`config.mk`:
```
export PLATFORM = sky130hd
export DESIGN_NAME = pc_unit
export DESIGN_NICKNAME = d
export VERILOG_FILES = /design/src/rtl/pc_unit.sv
export SDC_FILE = /design/constraint.sdc
export NUM_CORES = 1
export LEC_CHECK = 0
export ABC_CLOCK_PERIOD_IN_PS = 5100
export BUFFER_PORTS_ARGS = -buffer_cell sky130_fd_sc_hd__buf_2
export CAP_MARGIN = 20
export CORE_MARGIN = 4
export CORE_UTILIZATION = 35
export CTS_CLUSTER_DIAMETER = 50
export CTS_CLUSTER_SIZE = 14
export DETAILED_ROUTE_END_ITERATION = 7
export SLEW_MARGIN = 40
export SYNTH_ARGS = -nofsm -noshare
export SYNTH_HDL_FRONTEND = slang
export SYNTH_SLANG_ARGS = --single-unit
```
`constraint.sdc`:
```
create_clock -name clk -period 5.1 [get_ports clk]
set_input_delay 1.02 -clock clk [delete_from_list [all_inputs] [get_ports clk]]
set_output_delay 1.02 -clock clk [all_outputs]
set_load 0.02 [all_outputs]
```
`src/rtl/pc_unit.sv`:
```
// pc_unit: program-counter unit for the pipelined MIPS core.
//
// It generates the fetch address and keeps a history of the PCs of in-flight
// instructions. A relative branch that resolves in stage BR_STAGE uses that
// history to compute its target. The unit also takes absolute jumps from
// stage 2 and honours a pipeline stall. A registered redirect strobe tells
// upstream stages to squash wrong-path instructions.
//
// Parameters
//   WIDTH      address width in bits
//   RESET_ADDR pc value after reset (multiple of 4)
//   INC        sequential fetch increment in bytes
//   BR_STAGE   stage in which branch resolves (2..5)
//
// Ports
//   clk       in   sole clock, rising edge
//   reset     in   asynchronous, active-high reset
//   stall     in   freezes pc, history and pending redirect
//   branch    in   branch taken by the instruction in stage BR_STAGE
//   baddr     in   branch byte offset (two's complement, relative to its PC)
//   jump      in   absolute jump taken by the instruction in stage 2
//   jaddr     in   absolute jump target
//   pc        out  current fetch address (stage-1 PC)
//   redirect  out  high while a registered redirect is pending
//
// Handshake: there is no valid/ready pair. branch/jump are one-cycle
// qualifiers sampled only on an unstalled edge while no redirect is pending.
// Once a redirect is pending, redirect stays high until the next unstalled
// edge, and that edge loads pc from the captured target.
module pc_unit #(
  parameter int unsigned          WIDTH      = 32,
  parameter logic [WIDTH-1:0]     RESET_ADDR = '0,
  parameter int unsigned          INC        = 4,
  parameter int unsigned          BR_STAGE   = 3
) (
  input  logic             clk,
  input  logic             reset,
  input  logic             stall,
  input  logic             branch,
  input  logic [WIDTH-1:0] baddr,
  input  logic             jump,
  input  logic [WIDTH-1:0] jaddr,
  output logic [WIDTH-1:0] pc,
  output logic             redirect
);

  // The redirect flag is the only control state. It is kept as a small
  // enum so that the state is visible and easy to bind checkers to.
  typedef enum logic {
    ST_SEQ   = 1'b0,  // sequential fetch
    ST_REDIR = 1'b1   // target captured, applied on next unstalled edge
  } state_t;

  // Targets are always word-aligned. Bits [1:0] are cleared on capture.
  localparam logic [WIDTH-1:0] ALIGN_MASK = ~WIDTH'(3);
  localparam logic [WIDTH-1:0] INC_W      = WIDTH'(INC);

  state_t           state, state_nx;
  logic [WIDTH-1:0] tgt, tgt_nx;
  logic [WIDTH-1:0] pc_nx;
  logic [WIDTH-1:0] br_sum;

  // ps[k] is the PC of the instruction in stage k. Stage 1 is pc itself,
  // so only stages 2..BR_STAGE need storage.
  logic [WIDTH-1:0] ps [2:BR_STAGE];

  assign br_sum   = ps[BR_STAGE] + baddr;
  assign redirect = (state == ST_REDIR);

  always_comb begin
    state_nx = state;
    tgt_nx   = tgt;
    pc_nx    = pc;
    if (!stall) begin
      if (state == ST_REDIR) begin
        // The target replaces the single wrong-path sequential fetch.
        pc_nx    = tgt;
        state_nx = ST_SEQ;
      end else begin
        pc_nx = pc + INC_W;
        // branch belongs to the older instruction, so it wins over jump.
        if (branch) begin
          tgt_nx   = br_sum & ALIGN_MASK;
          state_nx = ST_REDIR;
        end else if (jump) begin
          tgt_nx   = jaddr & ALIGN_MASK;
          state_nx = ST_REDIR;
        end
      end
    end
  end

  always_ff @(posedge clk or posedge reset) begin
    if (reset) begin
      state <= ST_SEQ;
      tgt   <= '0;
      pc    <= RESET_ADDR;
      for (int k = 2; k <= int'(BR_STAGE); k++) begin
        ps[k] <= RESET_ADDR;
      end
    end else begin
      state <= state_nx;
      tgt   <= tgt_nx;
      pc    <= pc_nx;
      if (!stall) begin
        ps[2] <= pc;
        for (int k = 3; k <= int'(BR_STAGE); k++) begin
          ps[k] <= ps[k-1];
        end
      end
    end
  end

endmodule
```
# Word level (Yosys, flattened, before mapping)
# Index checks and enable logic that the tools add are counted.
# word_totals
latch_bits	0
rom_bits	0
regBits	129
in_bits	69
mem_count	0
output_inout_bits	33
ramBits	0
word_cells	17
# op_classes
n_eq_ne	0
n_div	0
mul	0
n_lt_le_gt_ge	0
mux	6
n_shift	0
add_sub_neg	2
bitwise_logic	2
n_reduce_logical	2
# ops
operator	n
32-bit 2-to-1 mux	3
32-bit by 3-bit adder with 32-bit output, second input constant	1
32-bit adder	1
1-bit 2-to-1 mux	3
3-bit AND reduction	1
1-bit NOT	2
2-bit nonzero test	1

# Depth between registers and ports, before layout
# Gate-level depths: netlist (run 1).
# logic_depth
word_depth	3
ltp_mapped	9

# Least setup slack after synthesis (run 1)
# OpenSTA, ideal clock, no wires.
# synth_path
path_type	input to register
start	in baddr[3]
end	reg tgt[29]
required_time_ns	4.980
arrival_ns	2.810
cell_stages	8
n_path_buf	0
setup_slack_ns	2.170
setup_ns	0.120
cell_sequence	ha_1 a21o_4 a41o_1 a211oi_2 a31oi_4 a21boi_2 o211ai_1 a31o_1
# synth_between
elab_chain_len	2
# synth_rtl
element	line_no	rtl
start: declaration	40	input logic [WIDTH-1:0] baddr,
32-bit adder	67	assign br_sum = ps[BR_STAGE] + baddr;
32-bit 2-to-1 mux	82	if (branch) begin
end signal: assignment	103	tgt <= tgt_nx;
end: declaration	59	logic [WIDTH-1:0] tgt, tgt_nx;
# Every way passes these cells.
# A chain may end at the register's enable or synchronous reset.

# Final worst setup path (run 1)
# layout_path
start	in baddr[8]
end	reg tgt[28]
# Same word-level chain as after synthesis.

==> results of run 1 <==
Yosys cell counts (2+ instances only):
library cell | count | area [µm²]
or3_1 | 3 | 18.77
xor2_1 | 10 | 87.58
nand3_1 | 20 | 100.1
a2111oi_0 | 2 | 17.52
a32oi_1 | 6 | 52.55
nor4_1 | 2 | 12.51
o21a_1 | 6 | 45.04
o22ai_1 | 3 | 18.77
buf_2 | 4 | 20.02
nand2_1 | 48 | 180.2
a2bb2oi_1 | 4 | 35.03
and2_2 | 3 | 22.52
o21bai_1 | 4 | 30.03
xnor2_1 | 8 | 70.07
mux2_2 | 60 | 675.7
a211o_1 | 3 | 26.28
buf_1 | 6 | 22.52
o22a_1 | 13 | 113.9
nor2_1 | 39 | 146.4
a211oi_1 | 2 | 15.01
and4_1 | 5 | 43.79
and3_1 | 25 | 156.4
inv_1 | 14 | 52.55
o211ai_1 | 5 | 37.54
nor3_1 | 12 | 60.06
buf_4 | 3 | 22.52
a22oi_1 | 3 | 22.52
a21o_1 | 11 | 82.58
clkbuf_1 | 27 | 101.4
nand4_1 | 8 | 50.05
ha_1 | 30 | 375.4
o31ai_1 | 3 | 22.52
nand3b_1 | 2 | 15.01
nor3b_1 | 2 | 15.01
dfrtp_1 | 121 | 3028
mux2i_1 | 9 | 90.09
a41oi_1 | 3 | 26.28
a31oi_1 | 6 | 37.54
o21ai_0 | 62 | 310.3
a21oi_1 | 80 | 400.4
and2_1 | 6 | 37.54
a21oi_2 | 3 | 26.28
a21boi_0 | 2 | 15.01
routing by layer:
layer / track usage [%] / vias to the layer above / routed length [µm]
li1: - / 2833 / -
met1: 24.66 / 2829 / 9220
met2: 25.72 / 129 / 8426
met3: 3.733 / 16 / 892
met4: 4.483 / 0 / 226
met5: 0 / - / 0
sequential cells by signal, indices dropped and copies added, names as in the netlist:
register and cells:
pc 30, ps 60, redirect 1, tgt 30
cell type report:
cell class | count | area share [%]
clock buffer | 24 | 5.650
clock inverter | 8 | 1.139
inverter | 15 | 0.7044
multi-input combinational | 542 | 45.94
sequential | 121 | 36.29
tap | 265 | 3.972
timing repair buffer | 101 | 6.310
stage by stage:
stage               power, mW  worst slack, ns  util (%)
floorplan               3.222           0.8658         -
global placement        3.767            1.610     39.44
detailed placement      3.800            1.605     39.44
CTS                     4.990            2.038     42.32
global route            5.315            1.857     42.34
finish                  4.954            1.959     42.34
critical path, delay by kind of cell:
kind | cells | cell delay, ns
XOR/XNOR | 1 | 0.17
AO/OA/AOI/OAI | 6 | 1.78
adder cells (fa/ha/maj) | 1 | 0.34
buffers and inverters | 1 | 0.10
worst max-delay path by stage:
stage	slack, ns	startpoint	end
floorplan	0.87	reset	pc[10]
global placement	1.61	baddr[12]	tgt[28]
detailed placement	1.61	baddr[8]	tgt[28]
CTS	2.04	baddr[8]	tgt[28]
global route	1.86	baddr[12]	tgt[28]
finish	1.96	baddr[8]	tgt[28]
power groups by stage:
| stage | clock network, mW | registers, mW | logic [mW] |
|---|---|---|---|
| finish | 1.16 | 1.80 | 1.99 |
| CTS | 1.19 | 1.80 | 2.00 |
| global route | 1.23 | 1.87 | 2.21 |
| global placement | 0 | 1.80 | 1.97 |
| detailed placement | 0 | 1.81 | 1.99 |
| floorplan | 0 | 1.80 | 1.42 |
logic make-up (layout without fill, tap and decap cells):
kind of cell,after synthesis,count (layout)
compound gates,239,239
xor+xnor,18,18
fa+ha+maj,30,30
buf+inv,57,148
flops,121,121
mux,69,69
other cells,1,2
simple gates,184,184
layout by cell type (no fill, tap or decap), types with 3 or more instances in the layout:
cell type	count
nand2_1	48
o211ai_1	5
xnor2_1	8
nand3_1	20
and2_2	3
a22oi_1	3
o21bai_1	4
o21ai_0	61
ha_1	30
a32oi_1	6
mux2_2	60
dfrtp_1	120
a211o_1	3
mux2i_1	9
nor2_1	39
o22a_1	13
a31oi_1	6
clkinv_2	4
a41oi_1	3
and3_1	25
buf_2	94
and4_1	5
or3_1	3
clkbuf_16	17
o22ai_1	3
a21oi_1	80
nand4_1	8
nor3_1	12
o21a_1	6
clkbuf_1	5
a21o_1	11
and2_1	6
buf_4	6
a2bb2oi_1	4
xor2_1	10
a21oi_2	3
inv_1	13
o31ai_1	3
==> impl_metrics.tcl, run 1 <==
set metrics [dict create \
    p_comb_share_pct 40.2 \
    post_drt_wl_per_cell_um 17.44 \
    finalClockSkew_ns 0.009920 \
    gp_congestion 0.8138 \
    irDropWorstVdd_v 0.0002088 \
    worstHoldStart "tgt[15]" \
    cp.arrival_ns 3.42 \
    numClockSinks 121 \
    place_inst 1044 \
    cts_tree "yes" \
    synth_area_per_cell_um2 9.860 \
    synthMuxAreaShare_pct 10.80 \
    initial_core_util_pct 35.95 \
    ys_ff_latch 121 \
    drt_iter0_markers 318 \
    setup_viol 0 \
    cp-end-kind "register" \
    n_fill_cell 1949 \
    placed_area_mm2 0.007777 \
    p_clk_share_pct 23.4 \
    period_minus_slack_ns 3.141 \
    rows 51 \
    crit_path_top_delay_cell "a2111oi_0" \
    worstMarginPinSlew_ns 0.7171 \
    area_growth_pct 17.76 \
    postSynthCellCount 719 \
    power_density_mw_per_mm2 593.5 \
    crit_chain "buf_2 > ha_1 > a21oi_1 > o21ai_0 > a2111oi_0 > a21oi_1 > a41oi_2 > xor2_1 > o21ai_1" \
    stdcell_area_mm2 0.008348 \
    max-cap-violations 0 \
    core_mm2 0.01972 \
    grt_pass1_vias 5572 \
    gr-usage-all-layers_pct 17.01 \
    yosys_warnings 0 \
    critical_path.max_fanout 4 \
    final_nets 897 \
    die_area_mm2 0.02260 \
    fin_crit_sh_pct 61.58 \
    holdPathEnd "tgt[15]" \
    regToRegSetupSlack_ns 2.30 \
    clkTransAtPathRegs_ns 0.05 \
    p_sw_mw 1.940 \
    grt.overflow.total 0 \
    min_path_cells 2 \
    ff2ff_path_depth 8 \
    p_leak_nw 3.689 \
    grt_max_degree 81 \
    outcome "finished, final reports clean" \
    multi_input_area_mm2 0.003835 \
    vias 5807 \
    grt_pass1_wl_um 30020 \
    clkLatencyLatePin_ns 0.42 \
    vias_per_cell 5.397 \
    drive_gt1_share_pct 26.26 \
    critPathRequiredTime_ns 5.38 \
    yosysSeqAreaShare_pct 42.71 \
    clock.fmax_mhz 318.4 \
    cts-root-buf "clkbuf_16" \
    crit_path_start_kind "primary input" \
    fp.dieH_um 150.3 \
    hold_viol_final 0 \
    synth_ff_type "dfrtp_1" \
    cts_max_level 4 \
    cts_resized 0 \
    drt_pre_antenna_iters 5 \
    ff_latch_area_mm2 0.003029 \
    synth_edf_count 0 \
    critPathKind "in -> reg" \
    final_max_slew_viol_count 0 \
    cp_common_cell "a21oi_1" \
    yosys.area_share.simple_pct 13.48 \
    drt_wl_total_um 18770 \
    whs_ns 0.4862 \
    antenna_cells 0 \
    io_buffer_count 95 \
    synth_compound_area_share_pct 22.03 \
    slew_headroom_pct 52.20 \
    r2r_end "tgt[28]" \
    antenna_left 0 \
    setup_tns_ns 0 \
    drc_errors 0 \
    io_pins 102 \
    cts_hold_repair.buffers 0 \
    die_w_um 150.3 \
    ys_types 74 \
    synth_top_family_by_area "compound AO/OA/AOI/OAI gates" \
    async_flop_share_pct 100.0 \
    synthAdderAreaFrac_pct 5.295 \
    hpwl_um 13670 \
    r2r-start "ps[8]" \
    rsz0062_at_grt "no" \
    power.internal_mw 3.015 \
    fin_cells 1076 \
    max_stage_delay_ns 0.58 \
    antenna_found_initial 0 \
    power_frac_seq_pct 36.3 \
    synth_xor_area_share_pct 2.224 \
    postCtsSetupBuffers 0 \
    cts_buffer_depth 2 \
    cts_made_buffers 17 \
    synth_area_mm2 0.007089 \
    switching_share_pct 39.15 \
    hold_class "reg -> reg" \
]
(Power assumes the default switching activity.)
==> run 2, diff against run 1 <==
- ABC_AREA: default -> 1
- ABC_CLOCK_PERIOD_IN_PS: 5100 -> 2700
- clock period: 5.1 -> 2.7 ns (I/O delays scaled with it)
==> impl_metrics.tcl, run 2 <==
set metrics [dict create \
    placed_area_mm2 0.008823 \
    numClockSinks 121 \
    synth_ff_type "dfrtp_1" \
    regToRegSetupSlack_ns 0.60 \
    gr-usage-all-layers_pct 19.72 \
    cp-end-kind "register" \
    place_inst 1562 \
    antenna_cells 0 \
    max-cap-violations 0 \
    largest_register "ps" \
    irDropWorstVdd_v 0.0005073 \
    drc_errors 0 \
    clkLatencyLatePin_ns 0.41 \
    fin_cells 1594 \
    final_cell_mix "nand2_1, inv_1, dfrtp_1" \
    vias 7705 \
    crit_path_start_kind "register" \
    vias_per_cell 4.834 \
    core_mm2 0.02257 \
    rsz0062_at_grt "no" \
    drt_pre_antenna_iters 5 \
    grt_pass1_vias 7385 \
    whs_ns 0.2265 \
    io_pins 102 \
    final_nets 1395 \
    synth_largest_area_cell "dfrtp_1" \
    n_fill_cell 2411 \
    synth_xor_area_share_pct 1.529 \
    worstMarginPinSlew_ns 0.6811 \
    synth_top_family_by_area "simple AND/OR/NAND/NOR gates" \
    cts_tree "yes" \
    final_common_cell "nand2_1" \
    gp_congestion 0.8935 \
    crit_start "ps[10]" \
    grt.overflow.total 0 \
    ys_ff_latch 121 \
    final_max_slew_viol_count 0 \
    postSynthCellCount 1208 \
    hold_class "in -> async" \
    initial_core_util_pct 35.52 \
    hold_viol_final 0 \
    synth_area_per_cell_um2 6.637 \
    async_flop_share_pct 100.0 \
    fin_util_pct 41.90 \
    setup_tns_ns 0 \
    clock.fmax_mhz 476.4 \
    cts_buffer_depth 2 \
    cp.arrival_ns 2.38 \
    slew_headroom_pct 54.60 \
    pre_cts_ws_ns 0.3702 \
    synth_compound_area_share_pct 11.38 \
    yosys.area_share.simple_pct 35.00 \
    finalClockSkew_ns 0.007202 \
    post_drt_wl_per_cell_um 15.83 \
    io_buffer_count 95 \
    yosysSeqAreaShare_pct 37.77 \
    fp.dieH_um 159.4 \
    area_growth_pct 17.96 \
    drt_wl_total_um 25240 \
    cts-root-buf "clkbuf_16" \
    cts_max_level 4 \
    cts_made_buffers 17 \
    post-synth-top-count-cell "nand2_1" \
    period_minus_slack_ns 2.099 \
    top_regs "ps x60, pc x30, tgt x30" \
    drive_gt1_share_pct 13.14 \
    synth_edf_count 0 \
    drt_iter0_markers 519 \
    fin_crit_sh_pct 77.75 \
    stdcell_area_mm2 0.009458 \
    die_w_um 159.4 \
    synth_area_mm2 0.008018 \
    grt_pass1_wl_um 39870 \
    p_leak_nw 5.076 \
    power_density_mw_per_mm2 855.2 \
    yosys_warnings 0 \
    cts_hold_repair.buffers 0 \
    design_power_total_mw 8.088 \
    antenna_left 0 \
    cts_resized 0 \
    rows 55 \
    critPathRequiredTime_ns 2.98 \
    setup_ws_ns 0.6007 \
    outcome "finished, final reports clean" \
    die_area_mm2 0.02539 \
    synth_common_cells "nand2_1, inv_1, dfrtp_1" \
    largest_reg_flops 60 \
    setup_viol 0 \
    ys_types 42 \
    r2r-start "ps[10]" \
    hpwl_um 19800 \
    antenna_found_initial 0 \
    postCtsSetupBuffers 0 \
    synthAdderAreaFrac_pct 4.682 \
    synthMuxAreaShare_pct 0 \
    synth.area.top_cells "dfrtp_1, nand2_1, inv_1" \
    clkTransAtPathRegs_ns 0.06 \
    netlist.area_leader.share_pct 37.77 \
    critPathKind "reg -> reg" \
    critical_path.max_fanout 4 \
    grt_max_degree 103 \
]
[run 2: kinds of logic (layout without fill, tap and decap cells)]
| kind of cell | Yosys count | after routing |
|---|---|---|
| AND/OR/NAND/NOR | 679 | 679 |
| adder cells (fa/ha/maj) | 30 | 30 |
| buffers and inverters | 199 | 299 |
| flip-flops | 121 | 121 |
| XOR/XNOR | 14 | 14 |
| AO/OA/AOI/OAI | 164 | 164 |
| other | 1 | 2 |
[run 2: worst max-delay path, cell delays in order, from the launching register on]
cell and delay [ns]:
dfrtp_1 0.42, ha_1 0.35, nand2_1 0.15, inv_1 0.05, nand2_1 0.06, nand2_1 0.06, inv_1 0.05, nand3_1 0.16
nand2_1 0.11, nand2_1 0.06, nand2_1 0.06, nand2_1 0.04, o21ai_0 0.31, nand2_1 0.10
[run 2: power by group]
| part | internal (mW) | switching [mW] |
|---|---|---|
| clock | 1.57 | 0.864 |
| sequential | 2.32 | 0.543 |
| combinational | 0.942 | 1.85 |
| total | 4.83 | 3.26 |
[run 2: cell type report]
class                   instances  area, µm²  area share (%)
flip-flops and latches        121       3028           32.01
clock buffers                  18      439.2           4.643
repair buffers                107      606.8           6.416
clock inverters                14      195.2           2.064
inverters                     160      604.3           6.390
well taps                     285      356.6           3.770
multi-input cells             889       4228           44.70
[run 2: worst paths after layout]
path,endpoint,cells after the start
worst min-delay path,pc[6],2
max in group asynchronous,ps[15],3
worst max-delay path,tgt[19],13
worst max register to register,tgt[19],13
min in group clk,tgt[4],3
worst min register to register,ps[6],2
[run 2: metal layers]
metal  wire, µm  vias to the layer above  global-route usage [%]
met1      12390                     3488                   28.22
met5          0                        -                       0
met4        662                        0                   6.154
li1           -                     3996                       -
met3       1207                       39                   3.624
met2      10980                      182                   30.39
==> run 3, diff against run 2 <==
- ABC_AREA: 1 -> 0
- ABC_CLOCK_PERIOD_IN_PS: 2700 -> 1900
- clock period: 2.7 -> 1.9 ns (I/O delays scaled with it)
==> impl_metrics.tcl, run 3 (synthesis gave the netlist of run 1 again) <==
set metrics [dict create \
    p_leak_nw 4.414 \
    die_area_mm2 0.02260 \
    final_cell_mix "buf_4, dfrtp_1, buf_2" \
    setup_viol 23 \
    cts-root-buf "clkbuf_16" \
    grt_pass1_wl_um 33630 \
    drive_gt1_share_pct 45.23 \
    vias_per_cell 5.302 \
    drt_wl_total_um 21150 \
    p_sw_mw 6.186 \
    drt_iter0_markers 412 \
    critical_path.max_fanout 4 \
    outcome "complete, but fails checks" \
    largest_reg_flops 60 \
    r2r-start "ps[3]" \
    antenna_found_initial 0 \
    p_comb_share_pct 50.4 \
    irDropWorstVdd_v 0.0007774 \
    switching_share_pct 38.88 \
    fin_crit_sh_pct 119.3 \
    grt_pass1_vias 6248 \
    hpwl_um 15930 \
    crit_path_start_kind "register" \
    post_drt_wl_per_cell_um 17.49 \
    final_max_slew_viol_count 0 \
    rsz0062_at_grt "yes" \
    top_regs "ps x60, pc x30, tgt x30" \
    ff2ff_path_depth 8 \
    max-cap-violations 0 \
    grt_max_degree 43 \
    final_nets 1030 \
    regToRegSetupSlack_ns -0.37 \
    numClockSinks 121 \
    clock.fmax_mhz 441.0 \
    cts_hold_repair.buffers 0 \
    setup_ws_ns -0.3676 \
    vias 6410 \
    period_minus_slack_ns 2.268 \
    area_growth_pct 40.79 \
    fp.dieH_um 150.3 \
    cp-end-kind "register" \
    final_common_cell "buf_4" \
    critPathRequiredTime_ns 2.21 \
    power_density_mw_per_mm2 1594 \
    r2r_end "tgt[29]" \
    violations "setup timing" \
    clkLatencyLatePin_ns 0.43 \
    fin_util_pct 50.62 \
    finalClockSkew_ns 0.01279 \
    drc_errors 0 \
    io_buffer_count 95 \
    hold_viol_final 0 \
    grt.overflow.total 0 \
    power_frac_seq_pct 29.1 \
    cts_max_level 4 \
    clkTransAtPathRegs_ns 0.06 \
    antenna_cells 0 \
    initial_core_util_pct 35.95 \
    design_power_total_mw 15.91 \
    hold_class "in -> async" \
    core_mm2 0.01972 \
    critPathKind "reg -> reg" \
    cts_buffer_depth 2 \
    largest_register "ps" \
    power.internal_mw 9.726 \
    drt_pre_antenna_iters 5 \
    worstMarginPinSlew_ns 0.6471 \
    gp_congestion 0.8835 \
    cts_tree "yes" \
    whs_ns 0.04889 \
    cts_made_buffers 17 \
    p_clk_share_pct 20.5 \
    gr-usage-all-layers_pct 19.18 \
    rows 51 \
    antenna_left 0 \
    io_pins 102 \
    die_w_um 150.3 \
    slew_headroom_pct 56.77 \
    cp.arrival_ns 2.58 \
]
## run 3: per-stage QoR
stage | cells | TNS (ns) | area (µm²) | worst slack, ns
after floorplan | 720 | -1.645 | 7373 | -0.1770
after global placement | 1162 | -7.547 | 8959 | -0.4772
final | 1209 | -5.728 | 9981 | -0.3676
after detailed placement | 1162 | -8.307 | 8959 | -0.5283
after CTS | 1202 | -5.483 | 9743 | -0.3598
after global routing | 1209 | -7.672 | 9981 | -0.4494
## run 3: how the worst max path moves through the flow
stage,from,endpoint,slack (ns),cells past startpoint
6_report,ps[3],tgt[29],-0.37,8
3_3_place_gp,baddr[13],tgt[29],-0.48,10
3_5_place_dp,baddr[13],tgt[29],-0.53,10
5_1_grt,ps[3],tgt[29],-0.45,8
2_1_floorplan,baddr[3],tgt[29],-0.18,8
4_1_cts,ps[8],tgt[29],-0.36,9
## run 3: cell type report
cell class	instances	area (µm²)
multi-input combinational	542	4348
timing repair buffer	234	1605
inverter	15	60.06
clock inverter	13	143.9
fill	1846	9737
tap	265	331.6
sequential	121	3039
clock buffer	19	452.9
## run 3: worst max-delay path, cell delays in order (launching register included)
cell and delay [ns]:
dfrtp_1 0.40, ha_4 0.23, a21o_4 0.22, a41o_1 0.24
a211oi_4 0.36, a31oi_4 0.17, a21boi_2 0.19, o211ai_1 0.11
a31o_1 0.23
## run 3: timing repair
item / CTS / global route
hold endpoints to repair: 0 / 0
setup buffers: 9 / 9
gates resized for setup: 28 / 45
pin swaps: 18 / 32
endpoints found under the setup margin: 24 / 34
## run 3: power by group through the flow
stage	combinational, mW	sequential, mW	clock, mW
6_report	8.02	4.64	3.26
2_1_floorplan	4.15	4.91	0
3_5_place_dp	7.29	4.64	0
4_1_cts	7.62	4.61	3.32
3_3_place_gp	7.19	4.61	0
5_1_grt	8.77	4.78	3.47
## run 3: per-layer routing
layer	share of wire [%]	vias up	track usage [%]
met2	46	167	29.69
met3	5.8	20	3.974
li1	-	3102	-
met4	1.2	0	4.483
met1	47	3121	27.62
met5	0	-	0
